### config.mk
export PLATFORM = sky130hd
export DESIGN_NAME = program_counter_unit
export DESIGN_NICKNAME = d
export VERILOG_FILES = /design/src/rtl/program_counter_unit.sv
export SDC_FILE = /design/constraint.sdc
export NUM_CORES = 1
export LEC_CHECK = 0
export ABC_AREA = 0
export BUFFER_PORTS_ARGS = -buffer_cell sky130_fd_sc_hd__buf_2
export CORE_MARGIN = 2
export CORE_UTILIZATION = 61
export CTS_CLUSTER_DIAMETER = 150
export CTS_CLUSTER_SIZE = 16
export DETAILED_ROUTE_END_ITERATION = 8
export PLACE_DENSITY = 0.85
export SLEW_MARGIN = 20
export SYNTH_ARGS = -nofsm -noshare
export SYNTH_HDL_FRONTEND = slang
export SYNTH_SLANG_ARGS = --single-unit
### constraint.sdc
create_clock -name clk_1 -period 3.94 [get_ports clk_1]
set_input_delay 0.394 -clock clk_1 [delete_from_list [all_inputs] [get_ports clk_1]]
set_output_delay 0.394 -clock clk_1 [all_outputs]
set_load 0.01 [all_outputs]
### src/rtl/program_counter_unit.sv
// 16-bit program counter: increment, absolute load via low-byte latch, signed 8-bit relative branch.
// Define PAGE_CROSS_PENALTY_EN to correct the high byte in a separate stall cycle on page-crossing branches.
module program_counter_unit (
  input  logic        clk_1,
  input  logic        rst,
  input  logic [7:0]  data_in,
  input  logic        branch,
  input  logic        lower_byte,
  input  logic        normal,
  input  logic        pc_increment,
  input  logic        rel_mode,
  output logic [15:0] pc,
  output logic        stall
);

  logic [15:0] r_pc;
  logic [7:0]  r_lo_latch;
  logic        w_rel;

  // During the reset-vector sequence every branch is an absolute load.
  assign w_rel = rel_mode & normal;

  always_ff @(posedge clk_1 or posedge rst) begin
    if (rst) begin
      r_lo_latch <= 8'h00;
    end else if (lower_byte) begin
      r_lo_latch <= data_in;
    end
  end

`ifdef PAGE_CROSS_PENALTY_EN
  typedef enum logic {ST_IDLE, ST_FIX} state_t;

  state_t     r_state;
  logic       r_fix_dir;
  logic       r_stall;
  logic [8:0] w_sum9;
  logic       w_cross_inc;
  logic       w_cross_dec;

  assign w_sum9      = {1'b0, r_pc[7:0]} + {1'b0, data_in};
  assign w_cross_inc = ~data_in[7] &  w_sum9[8];
  assign w_cross_dec =  data_in[7] & ~w_sum9[8];

  always_ff @(posedge clk_1 or posedge rst) begin
    if (rst) begin
      r_pc      <= 16'hFFFC;
      r_state   <= ST_IDLE;
      r_fix_dir <= 1'b0;
      r_stall   <= 1'b0;
    end else begin
      case (r_state)
        ST_IDLE: begin
          if (branch) begin
            if (w_rel) begin
              r_pc[7:0] <= w_sum9[7:0];
              if (w_cross_inc || w_cross_dec) begin
                r_state   <= ST_FIX;
                r_stall   <= 1'b1;
                r_fix_dir <= w_cross_inc;
              end
            end else begin
              r_pc <= {data_in, r_lo_latch};
            end
          end else if (pc_increment) begin
            r_pc <= r_pc + 16'd1;
          end
        end
        ST_FIX: begin
          // Strobes are held upstream during the fix-up, so they are ignored here.
          r_pc[15:8] <= r_fix_dir ? (r_pc[15:8] + 8'd1) : (r_pc[15:8] - 8'd1);
          r_state    <= ST_IDLE;
          r_stall    <= 1'b0;
        end
        default: begin
          r_state <= ST_IDLE;
          r_stall <= 1'b0;
        end
      endcase
    end
  end

  assign stall = r_stall;
`else
  logic [15:0] w_rel_target;

  assign w_rel_target = r_pc + {{8{data_in[7]}}, data_in};

  always_ff @(posedge clk_1 or posedge rst) begin
    if (rst) begin
      r_pc <= 16'hFFFC;
    end else if (branch) begin
      r_pc <= w_rel ? w_rel_target : {data_in, r_lo_latch};
    end else if (pc_increment) begin
      r_pc <= r_pc + 16'd1;
    end
  end

  assign stall = 1'b0;
`endif

  assign pc = r_pc;

endmodule

**Word-level counts from Yosys, hierarchy flattened**

Index checks and enable logic that the tools add are counted.

- Add/subtract/negate cells: 2
- Multiplexer cells: 3
- Bitwise gates (word level): 1
- Reductions and logical operators: 1

Operators by type and width:

| kind | count |
|---|---|
| 16-bit two-way mux | 3 |
| 16-bit by 1-bit adder with 16-bit output (second input constant) | 1 |
| 16-bit adder | 1 |
| 2-bit nonzero test | 1 |
| 1-bit bitwise AND | 1 |

- Register bits: 24
- Input bits: 15
- Output and inout bits: 17
- Word-level logic and storage cells: 9

**Logic depth before layout (Yosys ltp)**

- Word-level depth: 3
- Mapped depth: 9
- Mapped depth without buffers: 9

**Worst setup path before layout**

No wires, ideal clock.

- Kind: register -> register
- Start: reg r_pc[0], in the netlist pc[0]
- End: reg r_pc[14], in the netlist pc[14]
- Library setup time: 0.077 ns
- Arrival time: 2.302 ns
- Data required time: 3.863 ns
- Setup slack: 1.561 ns
- Cell stages (with the launch flop): 10
- Buffers on the path: 0
- Clock period less this slack: 2.379 ns
- Cells stage by stage: dfrtp_1 ha_1 fa_1 a211oi_2 o211ai_2 a41oi_2 a21oi_2 a21bo_1 xnor2_1 a31oi_1

- Cells in the longest elaborated chain, start to end: 3
- Elaborated cells between the ends (all ways): 5
- Classes of those cells: 2 x add/sub; 3 x mux

Ends and longest elaborated chain:

| item | RTL line | text |
|---|---|---|
| start, declared | 16 | `logic [15:0] r_pc;` |
| start signal, assigned | 93 | `r_pc <= w_rel ? w_rel_target : {data_in, r_lo_latch};` |
| start signal, assigned | 95 | `r_pc <= r_pc + 16'd1;` |
| 16-bit by 1-bit adder with 16-bit output / 16-bit adder (equally long branches) | 95, 87 |  |
| 16-bit two-way mux, on equally long branches | 94, 93 |  |
| 16-bit two-way mux (*) | 92 | `end else if (branch) begin` |

Mark *: on every way between the ends. The rest lies on a longest branch, timed or not. The select of a mux whose other input is x is not followed.
A chain may end at the register's enable or synchronous reset.

**Worst setup path in the final report**

Same ends and word-level chain as after synthesis.

==> out/qor.yml <==
layout:
  drive_gt1_frac: 0.2405
  final_nets: 295
  fin_area_um2: 2237
  fin_util: 0.7210
  multi_input_area_um2: 1366
  area_growth_pct: 10.03
  fill_cells: 267
  ff_latch_area_um2: 618.1
  diodes: 0
synthesis:
  synth_top_area_frac: 0.1809
  ys_seq_elements: 24
  synth_cell_types: 43
  syn_nets: 269
  synth_top_area_cell: "dfstp_2"
  synth_area_um2: 2033
  synth_ff_type: "dfstp_2"
  ys_async_sr_fraction: 1.000
  yosys-top-cells-area: "dfstp_2 18%, dfrtp_1 12%, ha_1 9.8%, xnor2_1 6.5%, nand2_1 6.3%"
  synth_cells: 237
  avgSynthCellArea_um2: 8.579
  yosysWarningCount: 0
  synth_edf_count: 0
  ys_seq_area_frac: 0.3040
global_routing:
  antenna_found_initial: 0
  grt_pass1_wl_um: 7803
  grt_usage: 0.2766
  grt_pass1_vias: 1685
  overflow: 0
  grt_max_degree: 39
clock_network:
  clkSinkCount: 24
  cts-buffers-inserted: 3
  cts_tree: "done"
  cts_hold_buffers: 0
  path_clk_slew_ns: 0.14
  cts_resized: 0
  clock_path_buffers: 2
  clock-root-buffer: "clkbuf_4"
  cts_htree_levels: 1
  post_cts.repair.setup_buffers: 0
  clk_latency_ns: 0.33
routing:
  post-route-drc-count: 0
  detail_route.vias_per_cell: 5.984
  drt_iter0_drc: 182
  dr.pass1.iters: 4
  wl_per_cell_um: 15.28
  wirelength_um: 4677
  antenna_left: 0
  via_count: 1831
floorplanning:
  fp.dieW_um: 61.74
  die_h_um: 61.74
  fp.coreArea_um2: 3103
  die_area_um2: 3811
  start_util: 0.6552
  placementRows: 20
  io-pin-count: 32
sta:
  period_share: 0.6389
  tightest_slew_ns: 0.8928
  min_period_ns: 2.517
  maxSlewHeadroom: 0.4042
  clock.fmax_ghz: 0.3973
  rsz0062_at_grt: "false"
  skew_ns: 0.01482
  drv_slew: 0
  final.setup.worst_slack_ns: 1.423
  finalHoldViolCount: 0
  tns_ns: 0
  setup_viol: 0
min_path:
  hp-class: "in2async"
place:
  portBuffers: 30
  dp_hpwl_um: 3490
  gp_congestion: 0.9215
  place_area_um2: 2201
  place_ws_ns: 1.376
flow_run:
  cap_violations: 0
worst_setup_path:
  start_kind: "register"
  path_class: "reg2reg"
  reg2regPathDepth: 9
  r2r_start: "pc[0]"
  end_kind: "register"
  cp_max_fo: 5
  r2r_end: "pc[14]"
  required_ns: 4.20
  ff2ff_setup_slack_ns: 1.42
  cp.arrival_ns: 2.78
power_and_ir_drop:
  powerDensity_nw_per_um2: 411.1
  p_leak_nw: 0.9674
  peakVddDrop_mv: 0.2728
outcome:
  outcome: "finished clean"
-- synthesized netlist by cell type (all sizes together), types with 5 or more instances --
cell type and instances:
o21ai 19, dfrtp 10, xnor2 15, nor2 19, a21oi 18, mux2 9, xor2 10, clkbuf 8
a21o 8, nand4 5, nand2 34, nand3 5, ha 16, dfstp 14, a31oi 7
-- cell usage in the layout (no fill, tap or decap), types with 9 or more instances in the layout --
master,instances
buf_2,30
dfrtp_1,10
nor2_1,19
mux2_2,9
xor2_1,10
ha_1,16
o21ai_0,18
xnor2_1,15
a21oi_1,17
nand2_1,34
dfstp_2,14
-- cell type report --
cell class | count | share of cell area
Timing Repair Buffer | 30 | 0.06711
Multi-Input combinational cell | 201 | 0.6107
Tap cell | 44 | 0.02461
Sequential cell | 24 | 0.2763
Inverter | 3 | 0.005034
Clock buffer | 4 | 0.01622
-- worst max-delay path, stage by stage, from the launching register on --
cell	delay, ns
dfrtp_1	0.46
ha_1	0.23
fa_1	0.43
a211oi_2	0.31
o211ai_2	0.14
a41oi_2	0.27
a21oi_2	0.10
a21bo_1	0.21
xnor2_1	0.12
a31oi_1	0.17
-- report_power, final --
part / internal [mW] / total (mW) / leakage (nW) / switching, mW
registers: 0.305 / 0.360 / 0.264 / 0.0550
clock network: 0.0566 / 0.134 / 0.0210 / 0.0777
logic: 0.193 / 0.425 / 0.683 / 0.232
-- kinds of logic after synthesis --
family | after synthesis | synth area share
and+or+nand+nor | 80 | 0.1822
other | 1 | 0.001844
buffers and inverters | 12 | 0.02400
AOI/OAI and AO/OA | 68 | 0.2172
DFF | 24 | 0.3040
muxes | 10 | 0.05477
adders and majority gates | 17 | 0.1083
xor gates and xnor gates | 25 | 0.1077
-- stage by stage --
step           power (mW)  cells  hold slack, ns
5_1_grt            0.9913    306          0.3054
4_1_cts            0.9185    306          0.2466
3_3_place_gp       0.7741    302          0.4836
2_1_floorplan      0.6746    237          0.3982
3_5_place_dp       0.7829    302          0.4902
6_report           0.9196    306          0.2262
-- registers in the layout, indices dropped and copies added (netlist names) --
signal	cells
pc	16
r_lo_latch	8
-- how the worst max path moves through the flow --
stage | start | to | slack (ns) | cells past startpoint
after global placement | data_in[0] | pc[14] | 1.43 | 10
after detailed placement | data_in[0] | pc[14] | 1.38 | 10
after CTS | pc[0] | pc[14] | 1.43 | 9
after floorplan | pc[0] | pc[14] | 1.56 | 9
after global routing | pc[0] | pc[14] | 1.22 | 9
final | pc[0] | pc[14] | 1.42 | 9
-- metal layers --
layer,GRT usage,wire [um],vias to the layer above,part of all wire
met5,0,0,-,0
met1,0.3932,2145,872,0.46
met4,0.06383,47,0,0.010
met3,0.04969,270,6,0.058
met2,0.4421,2213,51,0.47
li1,-,-,902,-
Power figures use the tool's default switching activity.
